[src/rtl/fifo_rd_pkg.sv]
// Shared types, constants and small helpers for the FIFO burst reader.
package fifo_rd_pkg;

  typedef enum logic [1:0] {
    IDLE = 2'd0,
    RUN  = 2'd1,
    DONE = 2'd2
  } fifo_rd_state_t;

  localparam int FIFO_RD_BUF_DEPTH = 3;
  localparam int FIFO_RD_STAT_W    = 16;

  // Saturating increment for the statistics counters.
  function automatic logic [FIFO_RD_STAT_W-1:0] sat_inc(input logic [FIFO_RD_STAT_W-1:0] v);
    if (v == {FIFO_RD_STAT_W{1'b1}}) begin
      sat_inc = v;
    end else begin
      sat_inc = v + {{(FIFO_RD_STAT_W-1){1'b0}}, 1'b1};
    end
  endfunction

  // Advance a pointer around the 3-entry circular buffer.
  function automatic logic [1:0] ptr_next(input logic [1:0] p);
    if (p == 2'd2) begin
      ptr_next = 2'd0;
    end else begin
      ptr_next = p + 2'd1;
    end
  endfunction

endpackage

[src/rtl/fifo_rd_chk.sv]
// Property checker for the burst reader: buffer never overflows, reads are
// only issued against a non-empty FIFO, and pending reads fit the FIFO depth.
module fifo_rd_chk
  import fifo_rd_pkg::*;
#(
  parameter int FIFO_DEPTH = 16
) (
  input logic       clk,
  input logic       rst_n,
  input logic       push,
  input logic [1:0] count,
  input logic       rd_en,
  input logic       fifo_empty
);

  a_no_overflow: assert property (@(posedge clk) disable iff (!rst_n)
    push |-> (int'(count) < FIFO_RD_BUF_DEPTH));

  a_rd_nonempty: assert property (@(posedge clk) disable iff (!rst_n)
    rd_en |-> !fifo_empty);

  a_pending_fits: assert property (@(posedge clk) disable iff (!rst_n)
    rd_en |-> ((int'(push) + 1) <= FIFO_DEPTH));

endmodule

[src/rtl/fifo_rd_skid.sv]
// 3-entry circular buffer with push/pop and occupancy count. Pop on an
// empty buffer is ignored; the head word is held stable until popped.
module fifo_rd_skid
  import fifo_rd_pkg::*;
#(
  parameter int WIDTH = 8
) (
  input  logic             clk,
  input  logic             rst_n,
  input  logic             push,
  input  logic [WIDTH-1:0] push_data,
  input  logic             pop,
  output logic [WIDTH-1:0] head_data,
  output logic [1:0]       count
);

  logic [WIDTH-1:0] mem_r [FIFO_RD_BUF_DEPTH];
  logic [1:0]       wr_ptr_r;
  logic [1:0]       rd_ptr_r;
  logic [1:0]       count_r;
  logic             pop_s;

  assign pop_s = pop && (count_r != 2'd0);
  assign count = count_r;

  // Storage, pointers and occupancy update.
  always_ff @(posedge clk or negedge rst_n) begin
    if (!rst_n) begin
      for (int i = 0; i < FIFO_RD_BUF_DEPTH; i++) begin
        mem_r[i] <= {WIDTH{1'b0}};
      end
      wr_ptr_r <= 2'd0;
      rd_ptr_r <= 2'd0;
      count_r  <= 2'd0;
    end else begin
      if (push) begin
        mem_r[wr_ptr_r] <= push_data;
        wr_ptr_r        <= ptr_next(wr_ptr_r);
      end
      if (pop_s) begin
        rd_ptr_r <= ptr_next(rd_ptr_r);
      end
      case ({push, pop_s})
        2'b10:   count_r <= count_r + 2'd1;
        2'b01:   count_r <= count_r - 2'd1;
        default: count_r <= count_r;
      endcase
    end
  end

  // Head-of-buffer select.
  always_comb begin
    head_data = mem_r[0];
    case (rd_ptr_r)
      2'd0:    head_data = mem_r[0];
      2'd1:    head_data = mem_r[1];
      2'd2:    head_data = mem_r[2];
      default: head_data = mem_r[0];
    endcase
  end

endmodule

[src/rtl/fifo_burst_reader.sv]
// Burst read engine for the synchronous FIFO: drains burst_len words and
// streams them on valid/ready, hiding the FIFO's one-cycle read latency.
// Optional statistics outputs are enabled with `define FIFO_RD_STATS_EN.
module fifo_burst_reader
  import fifo_rd_pkg::*;
#(
  parameter int WIDTH      = 8,
  parameter int ADDR_WIDTH = 4,
  parameter int LEN_WIDTH  = 8
) (
  input  logic                 clk,
  input  logic                 rst_n,
  input  logic                 start,
  input  logic [LEN_WIDTH-1:0] burst_len,
  output logic                 busy,
  output logic                 done,
  output logic                 fifo_rd_en,
  input  logic [WIDTH-1:0]     fifo_data_out,
  input  logic                 fifo_empty,
  output logic                 m_valid,
  output logic [WIDTH-1:0]     m_data,
  input  logic                 m_ready
`ifdef FIFO_RD_STATS_EN
  ,
  output logic [FIFO_RD_STAT_W-1:0] word_cnt,
  output logic [FIFO_RD_STAT_W-1:0] stall_cnt
`endif
);

  localparam int FIFO_DEPTH = 2 ** ADDR_WIDTH;

  fifo_rd_state_t       state_r;
  fifo_rd_state_t       next_state_s;
  logic [LEN_WIDTH-1:0] to_issue_r;
  logic                 inflight_r;
  logic [1:0]           count_s;
  logic                 pop_s;
  logic                 rd_en_s;
  logic                 accept_s;
  logic                 drained_s;
  logic                 issue_left_s;

  assign accept_s     = (state_r == IDLE) && start;
  assign issue_left_s = (to_issue_r != {LEN_WIDTH{1'b0}});
  assign pop_s        = m_valid && m_ready;

  assign busy       = (state_r != IDLE);
  assign done       = (state_r == DONE);
  assign fifo_rd_en = rd_en_s;
  assign m_valid    = (count_s != 2'd0);

  fifo_rd_skid #(
    .WIDTH(WIDTH)
  ) u_skid (
    .clk       (clk),
    .rst_n     (rst_n),
    .push      (inflight_r),
    .push_data (fifo_data_out),
    .pop       (pop_s),
    .head_data (m_data),
    .count     (count_s)
  );

  fifo_rd_chk #(
    .FIFO_DEPTH(FIFO_DEPTH)
  ) u_chk (
    .clk        (clk),
    .rst_n      (rst_n),
    .push       (inflight_r),
    .count      (count_s),
    .rd_en      (rd_en_s),
    .fifo_empty (fifo_empty)
  );

  // Buffer empties this cycle when nothing is left after the current pop.
  always_comb begin
    drained_s = 1'b0;
    if (count_s == 2'd0) begin
      drained_s = 1'b1;
    end else if ((count_s == 2'd1) && pop_s) begin
      drained_s = 1'b1;
    end else begin
      drained_s = 1'b0;
    end
  end

  // Next-state and read-issue logic; reads never wait on m_ready, only on
  // buffer space (buffered + in-flight words capped at 3).
  always_comb begin
    next_state_s = state_r;
    rd_en_s      = 1'b0;
    case (state_r)
      IDLE: begin
        if (start) begin
          if (burst_len != {LEN_WIDTH{1'b0}}) begin
            next_state_s = RUN;
          end else begin
            next_state_s = DONE;
          end
        end else begin
          next_state_s = IDLE;
        end
      end
      RUN: begin
        rd_en_s = !fifo_empty && issue_left_s &&
                  (({1'b0, count_s} + {2'b00, inflight_r}) <= 3'd2);
        if (!issue_left_s && !inflight_r && drained_s) begin
          next_state_s = DONE;
        end else begin
          next_state_s = RUN;
        end
      end
      DONE: begin
        next_state_s = IDLE;
      end
      default: begin
        next_state_s = IDLE;
      end
    endcase
  end

  // State register.
  always_ff @(posedge clk or negedge rst_n) begin
    if (!rst_n) begin
      state_r <= IDLE;
    end else begin
      state_r <= next_state_s;
    end
  end

  // Remaining-read counter and one-cycle read-latency tracker.
  always_ff @(posedge clk or negedge rst_n) begin
    if (!rst_n) begin
      to_issue_r <= {LEN_WIDTH{1'b0}};
      inflight_r <= 1'b0;
    end else begin
      inflight_r <= rd_en_s;
      if (accept_s) begin
        to_issue_r <= burst_len;
      end else if (rd_en_s) begin
        to_issue_r <= to_issue_r - {{(LEN_WIDTH-1){1'b0}}, 1'b1};
      end else begin
        to_issue_r <= to_issue_r;
      end
    end
  end

`ifdef FIFO_RD_STATS_EN
  logic [FIFO_RD_STAT_W-1:0] word_cnt_r;
  logic [FIFO_RD_STAT_W-1:0] stall_cnt_r;

  assign word_cnt  = word_cnt_r;
  assign stall_cnt = stall_cnt_r;

  // Per-burst handshake and FIFO-empty stall counters, saturating.
  always_ff @(posedge clk or negedge rst_n) begin
    if (!rst_n) begin
      word_cnt_r  <= {FIFO_RD_STAT_W{1'b0}};
      stall_cnt_r <= {FIFO_RD_STAT_W{1'b0}};
    end else if (accept_s) begin
      word_cnt_r  <= {FIFO_RD_STAT_W{1'b0}};
      stall_cnt_r <= {FIFO_RD_STAT_W{1'b0}};
    end else begin
      if (pop_s) begin
        word_cnt_r <= sat_inc(word_cnt_r);
      end
      if ((state_r == RUN) && issue_left_s && fifo_empty) begin
        stall_cnt_r <= sat_inc(stall_cnt_r);
      end
    end
  end
`endif

endmodule
[config.mk]
export PLATFORM = sky130hd
export DESIGN_NAME = fifo_burst_reader
export DESIGN_NICKNAME = d
export VERILOG_FILES = /design/src/rtl/fifo_rd_pkg.sv /design/src/rtl/fifo_rd_chk.sv /design/src/rtl/fifo_rd_skid.sv /design/src/rtl/fifo_burst_reader.sv
export SDC_FILE = /design/constraint.sdc
export NUM_CORES = 1
export LEC_CHECK = 0
export CORE_ASPECT_RATIO = 1.1
export CORE_UTILIZATION = 53
export CTS_CLUSTER_SIZE = 14
export DETAILED_ROUTE_END_ITERATION = 10
export HOLD_SLACK_MARGIN = 0.08
export PLACE_DENSITY_LB_ADDON = 0.15
export RECOVER_POWER = 100
export SLEW_MARGIN = 10
export SYNTH_ARGS = -nofsm -noshare
export SYNTH_HDL_FRONTEND = slang
export SYNTH_SLANG_ARGS = --single-unit
[constraint.sdc]
create_clock -name clk -period 2.9 [get_ports clk]
set_input_delay 0.58 -clock clk [delete_from_list [all_inputs] [get_ports clk]]
set_output_delay 0.58 -clock clk [all_outputs]
set_load 0.01 [all_outputs]
== Word-level counts from Yosys, hierarchy flattened ==
Cells that the tools add are included.
Storage, ports and cells
  bits in registers: 41
Cells by class
  add/sub/neg operators: 6
  order comparisons: 3
  eq/ne operators: 8
  multiplexer cells: 16
  bitwise gates (word level): 1
  reductions and logical operators: 20
Operators with widths (count)
  24-bit bitwise mux: 1
  8-bit 2-to-1 mux: 3
  8-bit demux with 2-bit select: 1
  8-bit one-hot mux with 2 select lines: 1
  8-bit nonzero test: 2
  2-bit 2-to-1 mux: 5
  1-bit logical AND: 9
  2-bit by 1-bit == test with 1-bit output, second input constant: 4
  2-bit == test, second input constant: 4
  2-bit one-hot mux with 2 select lines: 2
  2-bit nonzero test: 4
  8-bit by 1-bit subtractor with 8-bit output, second input constant: 1
  2-bit by 1-bit adder with 2-bit output, second input constant: 3
  2-bit logical NOT: 2
  2-bit by 1-bit adder with 3-bit output: 1
  3-bit >= comparator, second input constant: 1
  3-bit by 2-bit less-or-equal comparator with 1-bit output, second input constant: 1
  1-bit logical NOT: 3
  3-bit by 1-bit less-than comparator with 1-bit output, second input constant: 1
  1-bit 2-to-1 mux: 3
  2-bit inverter with 3-bit output: 1
  2-bit by 1-bit subtractor with 2-bit output, second input constant: 1

== Logic depth before layout (Yosys ltp) ==
Gate-level depths: netlist (run 1).
  word-level depth: 8
  gate-level depth with buffers: 8
  mapped depth without buffers: 7

== Modules after synthesis ==
Synthesis (run 1) repeated with hierarchy kept, for this count alone.
Unflattened totals
  cell total of the unflattened synthesis: 190
  area total of the unflattened synthesis: 2195.9 um2
By module, submodules not included
  fifo_rd_skid: instances 1, cells an instance 105, area an instance 1386.3 um2, seq. area each 750.7 um2
  fifo_burst_reader: instances 1, cells an instance 85, area an instance 809.5 um2, seq. area each 275.3 um2

== Worst setup path before layout (run 1) ==
OpenSTA, ideal clock, no wires.
  path type: reg-to-output
  start point: register inflight_r
  end point: output port fifo_rd_en
  arrival: 1.558 ns
  data required time: 2.320 ns
  setup slack: 0.762 ns
  stages on the path, launching flop included: 7
  buffers on the path: 0
  path through: dfrtp_1 -> ha_1 -> inv_1 -> ha_1 -> nor3b_1 -> o21ai_0 -> nor2_1
On the way
  cells in the longest elaborated chain, start to end: 4
RTL lines
  start: declaration: RTL line fifo_burst_reader.sv:35  | logic inflight_r;
  start signal: assignment: RTL line fifo_burst_reader.sv:137  | inflight_r <= rd_en_s;
  2-bit by 1-bit adder with 3-bit output: RTL line fifo_burst_reader.sv:106  | (({1'b0, count_s} + {2'b00, inflight_r}) <= 3'd2);
  3-bit by 2-bit less-or-equal comparator with 1-bit output: RTL line fifo_burst_reader.sv:106
  1-bit logical AND: RTL line fifo_burst_reader.sv:105  | rd_en_s = !fifo_empty && issue_left_s &&
  1-bit 2-to-1 mux: RTL line fifo_burst_reader.sv:92  | case (state_r)
  end: declaration: RTL line fifo_burst_reader.sv:17  | output logic fifo_rd_en,
Every way passes these cells.

== Worst setup path after layout (run 1) ==
  start point: register u_skid.rd_ptr_r[0]
  end point: output port m_data[3]
On the way
  cells in the longest elaborated chain, start to end: 2
  elaborated cells on any way between the ends: 3
  those cells by class: eq/ne (2); mux (1)
RTL lines
  start: declaration: RTL line fifo_rd_skid.sv:19  | logic [1:0] rd_ptr_r;
  start signal: assignment: RTL line fifo_rd_skid.sv:41  | rd_ptr_r <= ptr_next(rd_ptr_r);
  2-bit == test or 2-bit by 1-bit == test with 1-bit output (tied branches): RTL line fifo_rd_skid.sv:54  | case (rd_ptr_r)
  8-bit one-hot mux with 2 select lines *: RTL line fifo_rd_skid.sv:54
  end: declaration: RTL line fifo_burst_reader.sv:21  | output logic [WIDTH-1:0] m_data,
Mark *: on every way between the ends. The rest lies on a longest branch, timed or not.

==> run_results.csv, run 1 <==
group,metric,value,unit
placed_design,gp_congestion,0.8777,
placed_design,dp_hpwl,3.238,mm
clock_network,cts_tree,"yes",
sta,skew,0.004489,ns
sta,rsz0062_at_grt,"no",
routing,routed-wl-met2,2.472,mm
sta,worst_pin_slew,2.144,ns
routing,vias,1636,
sta,slew_violations,42,
clock_network,ctsHoldBuffers,0,
final_layout,fin_nets,261,
global_route,antenna_found_initial,0,
synth,synthFlopType,"dfrtp_1",
synth,yosys-top-cells-count,"dfrtp_1 (41), mux2_2 (23), nor2_1 (14), inv_1 (13)",
synth,yosysUniqueCellTypes,44,
synth,async_reset_ff_share,100.0,%
clock_network,htreeDepth,2,
job,maxCapViolCount,1,
synth,syn_area_per_cell,11.02,µm²
routing,routed_wl,4.558,mm
sta,finalSetupViolations,0,
clock_network,clockRootBuffer,"clkbuf_8",
status,status,"finished, violations left",
setup_path,path_max_fanout,8,
setup_path,cp_slowest_stage_delay,0.62,ns
clock_network,insertion_delay,0.28,ns
global_route,grt-ovfl-total,0,
final_layout,layout-drive-gt1-share,15.28,%
floorplan,die_area,0.004271,mm²
setup_path,rrSetupSlack,0.51,ns
clock_network,clock_path_buffers,2,
routing,dr.first_iter.drc_count,80,
synth,ys_ff_latch,41,
routing,top_layer,"met4",
routing,drcViolationCount,0,
floorplan,die_x,62.40,µm
setup_path,path_cells,"inv_1 > ha_1 > a22oi_1 > a21oi_1 > dlygate4sd3_1",
routing,wl_per_cell,16.34,µm
final_layout,synthToLayoutAreaGrowth,21.24,%
synth,netlist_area,0.002127,mm²
routing,ant_nets,0,
floorplan,core_area,0.003741,mm²
synth,yosys_warnings,0,
routing,wl_met3,157,µm
floorplan,io_pins,33,
setup_path,worstSetupPathType,"flop to output port",
global_route,grt_max_degree,42,
routing,dr.pass1.iters,4,
sta,finalSetupTns,0,ns
sta,period_minus_slack,2.705,ns
placed_design,numPortBuffers,32,
synth,yosysMostFrequentCell,"dfrtp_1",
global_route,grt_use_total,23.30,%
setup_path,worstPathArrival,2.13,ns
synth,syn_nets,225,
synth,synth_top_area_share,48.24,%
clock_network,clkTransAtPathRegs,0.08,ns
synth,syn-instance-count,193,
power,finalPower,2949,µW
final_layout,utilization,68.93,%
setup_path,cp.required,2.32,ns
hold_path,hp-class,"flop to flop",
clock_network,cts_buffers,5,
sta,hold_viol_final,0,
floorplan,num_rows,23,
setup_path,crit_slowest_cell,"dlygate4sd3_1",
routing,drt-vias-per-instance,5.864,
floorplan,start_util,56.86,%
sta,fin_crit_sh,93.29,%
synth,synth.largest_area_cell,"dfrtp_1",
setup_path,worst_setup_path_end_kind,"output port",
setup_path,critPathLaunchType,"flop",
power,worst_ir_drop_vdd,0.4842,mV
global_route,grt_pass1_vias,1614,
synth,netlist_top_cells_area,"dfrtp_1 (48%), mux2_2 (12%), ha_1 (6.5%)",
floorplan,die_y,68.44,µm
synth,synth_edf_count,0,
power,leakage,0.001074,µW
global_route,grt_pass1_wl,7.521,mm
status,violations,"capacitance limit, slew limit",
routing,wl_met1,1.891,mm
final_layout,fill_cells,308,
sta,slew_headroom,-42.92,%
sta,max_freq,0.3696,GHz
power,power.density,1144,mW/mm²
synth,ys_seq_area_share,48.24,%
final_layout,insertedDiodeCount,0,
clock_network,clock-sinks,41,
[logic make-up after synthesis]
group,synth area share [%]
AOI/OAI and AO/OA,14.59
xor gates and xnor gates,0.8237
adders and majority gates,6.470
buffers and inverters,3.588
DFF,48.24
muxes,12.71
and+or+nand+nor,13.59
[cell type report]
class                           instances  area [µm²]  area share (%)
Clock buffer                            5       68.82           2.669
Multi-Input combinational cell        132        1007           39.06
Timing Repair Buffer                   36       330.3           12.81
Tap cell                               50       62.56           2.426
Sequential cell                        41        1026           39.79
Inverter                               13       48.80           1.892
Clock inverter                          2       35.03           1.359
[state kept, by name, summed over array words and instances (netlist names)]
name,cells
inflight_r,1
u_skid.mem_r,24
state_r,2
u_skid.count,2
u_skid.wr_ptr_r,2
u_skid.rd_ptr_r,2
to_issue_r,8
[worst max-delay path, delay by kind of cell, from the launching register on]
kind	cells	cell delay, ns
AO/OA/AOI/OAI	2	0.30
buffers and inverters	2	0.74
flip-flops	1	0.41
adder cells (fa/ha/maj)	1	0.40
[placed cells by master, fill, tap and decap left out, types with 5 or more instances in the layout]
cell type | netlist | final
o21ai_0 | 7 | 8
a21oi_1 | 11 | 12
a22oi_1 | 8 | 8
dfrtp_1 | 41 | 41
clkdlybuf4s50_1 | 0 | 21
clkbuf_8 | 0 | 5
ha_1 | 11 | 10
nand2_1 | 8 | 8
nand3_1 | 7 | 7
mux2_2 | 23 | 23
nor2_1 | 14 | 14
inv_1 | 13 | 13
dlygate4sd3_1 | 0 | 9
[through the flow]
step,setup WS [ns],hold slack [ns],instances,cell area [µm²]
after floorplan,0.7622,0.2844,193,2127
after global routing,0.03263,0.5173,279,2579
after detailed placement,0.2049,0.4859,272,2507
final,0.1947,0.5006,279,2579
after global placement,0.2264,0.4768,272,2507
after CTS,0.03212,0.4349,279,2616
[metal layers]
layer	GRT usage, %	up-vias
met5	0	-
met4	8.430	0
met3	4.667	5
met2	44.16	36
met1	26.31	818
li1	-	777
[path summary, 6_finish.rpt]
check / to / from / cells after the start
min reg2reg: u_skid.mem_r[2]$_DFFE_PN0P_ / u_skid.mem_r[2]$_DFFE_PN0P_ / 1
max reg2reg: u_skid.mem_r[20]$_DFFE_PN0P_ / inflight_r$_DFF_PN0_ / 4
min: u_skid.mem_r[2]$_DFFE_PN0P_ / u_skid.mem_r[2]$_DFFE_PN0P_ / 1
max in group asynchronous: to_issue_r[0]$_DFFE_PN0P_ / rst_n / 1
max: m_data[3] / u_skid.rd_ptr_r[0]$_DFFE_PN0N_ / 5
min in group asynchronous: u_skid.mem_r[2]$_DFFE_PN0P_ / rst_n / 1
[where the power goes]
| part | internal (µW) | total, µW | switching (µW) | leakage, µW |
|---|---|---|---|---|
| clock | 250 | 435 | 185 | 0.0000540 |
| combinational | 756 | 1470 | 712 | 0.000535 |
| sequential | 848 | 1050 | 197 | 0.000485 |
[timing repair]
action                     4_1_cts  5_1_grt
setup buffers                    0        0
pin swaps                        0        1
resized for setup                2        2
setup endpoints to repair        1        8
Note: power is estimated with default switching activity, not from simulation.
==> inputs of run 2 (changes only) <==
- CORE_MARGIN: not set -> 5
==> run 2 against run 1 <==
Effect of this change: the flow still finishes with violations (capacitance limit, slew limit); clock skew is 0.0037 ns higher; final cell count up 1.4%; sequential share of layout area hardly changed; setup slack lost 0.0054 ns; register-to-register slack lost 0.05 ns; routed wire length grew 2.3%; critical path type unchanged; largest cell class unchanged.
==> run_results.csv, run 2 (synthesis gave the netlist of run 1 again) <==
group,metric,value,unit
sta,slew_violations,42,
clock_network,clockRootBuffer,"clkbuf_8",
power,worst_ir_drop_vdd,0.4391,mV
sta,setup_ws,0.1893,ns
setup_path,worstSetupPathType,"flop to output port",
routing,wl_per_cell,16.48,µm
hold_path,hp-class,"flop to flop",
sta,skew,0.008167,ns
routing,drcViolationCount,0,
sta,max_freq,0.3689,GHz
floorplan,num_rows,24,
floorplan,die_x,70.40,µm
placed_design,numPortBuffers,32,
sta,finalSetupViolations,0,
setup_path,reg2reg_to,"u_skid.mem_r[17]$_DFFE_PN0P_",
final_layout,largest_register,"u_skid.mem_r",
setup_path,critPathLaunchType,"flop",
job,maxCapViolCount,1,
power,finalPower,2870,µW
floorplan,start_util,54.07,%
floorplan,core_area,0.003934,mm²
clock_network,clkTransAtPathRegs,0.08,ns
global_route,grt_max_degree,42,
status,violations,"capacitance limit, slew limit",
floorplan,die_area,0.005381,mm²
hold_path,min_path_cells,1,
placed_design,gp_congestion,0.8281,
placed_design,post-place-ws,0.1731,ns
final_layout,insertedDiodeCount,0,
clock_network,clock-sinks,41,
clock_network,insertion_delay,0.29,ns
sta,hold_viol_final,0,
sta,slew_headroom,-41.75,%
hold_path,hold_start,"u_skid.mem_r[21]$_DFFE_PN0P_",
final_layout,synthToLayoutAreaGrowth,21.12,%
power,leakage,0.001071,µW
clock_network,cts_tree,"yes",
final_layout,top_regs,"u_skid.mem_r (24), to_issue_r (8)",
clock_network,cts_setup_buffers,0,
sta,finalSetupTns,0,ns
global_route,grt_pass1_wl,8.004,mm
setup_path,ff2ff_path_depth,4,
final_layout,layout-drive-gt1-share,15.58,%
final_layout,largest_reg_flops,24,
routing,dr.pass1.iters,4,
final_layout,layout_common_cells,"dfrtp_1 (41), mux2_2 (21), clkdlybuf4s50_1 (19), nor2_1 (14), inv_1 (13)",
final_layout,fin_nets,262,
final_layout,final_common_cell,"dfrtp_1",
global_route,grt_pass1_vias,1709,
clock_network,ctsHoldBuffers,0,
setup_path,worstPathArrival,2.13,ns
global_route,grt_use_total,18.67,%
routing,ant_nets,0,
sta,worst_pin_slew,2.126,ns
sta,rsz0062_at_grt,"no",
routing,dr.first_iter.drc_count,74,
sta,period_minus_slack,2.711,ns
clock_network,htreeDepth,2,
hold_path,hold_end,"u_skid.mem_r[21]$_DFFE_PN0P_",
global_route,grt-ovfl-total,0,
routing,drt-vias-per-instance,5.802,
final_layout,fill_cells,329,
power,power.density,1114,mW/mm²
routing,routed_wl,4.664,mm
routing,vias,1642,
setup_path,r2r-start,"inflight_r$_DFF_PN0_",
placed_design,dp_hpwl,3.463,mm
floorplan,die_y,76.44,µm
sta,fin_crit_sh,93.47,%
floorplan,io_pins,33,
clock_network,cts_buffers,5,
setup_path,path_max_fanout,8,
clock_network,clock_path_buffers,2,
setup_path,rrSetupSlack,0.46,ns
setup_path,cp.required,2.32,ns
status,status,"finished, violations left",
setup_path,worst_setup_path_end_kind,"output port",
global_route,antenna_found_initial,0,
==> run 2: critical path, stage by stage (launching register included) <==
cell and delay [ns]:
dfrtp_1 0.39, inv_1 0.13, ha_1 0.38, a22oi_1 0.16
a21oi_1 0.17, dlygate4sd3_1 0.61
==> run 2: power by group <==
part / total, µW / internal [µW] / switching (µW)
combinational: 1460 / 743 / 714
clock: 364 / 166 / 198
sequential: 1050 / 848 / 201
total: 2870 / 1760 / 1110
==> run 2: layout make-up <==
| type | count | area [µm²] | share of cell area (%) |
|---|---|---|---|
| Clock buffer | 5 | 68.82 | 2.671 |
| Clock inverter | 3 | 17.52 | 0.6799 |
| Inverter | 13 | 48.80 | 1.894 |
| Multi-Input combinational cell | 132 | 1012 | 39.29 |
| Sequential cell | 41 | 1026 | 39.83 |
| Tap cell | 52 | 65.06 | 2.525 |
| Timing Repair Buffer | 37 | 337.8 | 13.11 |
==> run 2: worst max-delay path by stage <==
stage / from / endpoint / slack, ns / cells past startpoint
2_1_floorplan: inflight_r$_DFF_PN0_ / fifo_rd_en / 0.76 / 6
3_3_place_gp: fifo_empty / fifo_rd_en / 0.18 / 5
3_5_place_dp: fifo_empty / fifo_rd_en / 0.17 / 5
4_1_cts: u_skid.count[0]$_DFFE_PN0P_ / fifo_rd_en / 0.03 / 7
5_1_grt: u_skid.rd_ptr_r[1]$_DFFE_PN0N_ / m_data[6] / 0.08 / 5
6_report: u_skid.rd_ptr_r[1]$_DFFE_PN0N_ / m_data[0] / 0.19 / 5
==> run 2: repair_timing <==
action | in CTS | in global routing
setup endpoints to repair | 1 | 2
cloned | 0 | 0
pin swaps | 1 | 1
resized for setup | 1 | 2
==> run 2: stage by stage <==
stage          std cells  utilization (%)  hold WS [ns]  cell area, µm²
2_1_floorplan        193                -        0.2844            2127
3_3_place_gp         275            63.99        0.4787            2517
3_5_place_dp         275            63.99        0.4957            2517
4_1_cts              283            66.32        0.4415            2609
5_1_grt              283            65.49        0.5191            2576
6_report             283            65.49        0.5107            2576
==> run 2: layer usage <==
layer,up-vias,wire (µm),part of all wire (%),track usage (%)
met4,0,88,1.9,8.812
met2,55,2377,51,30.81
met5,-,0,0,0
met1,801,1951,42,22.36
met3,10,247,5.3,5.013
li1,776,-,-,-
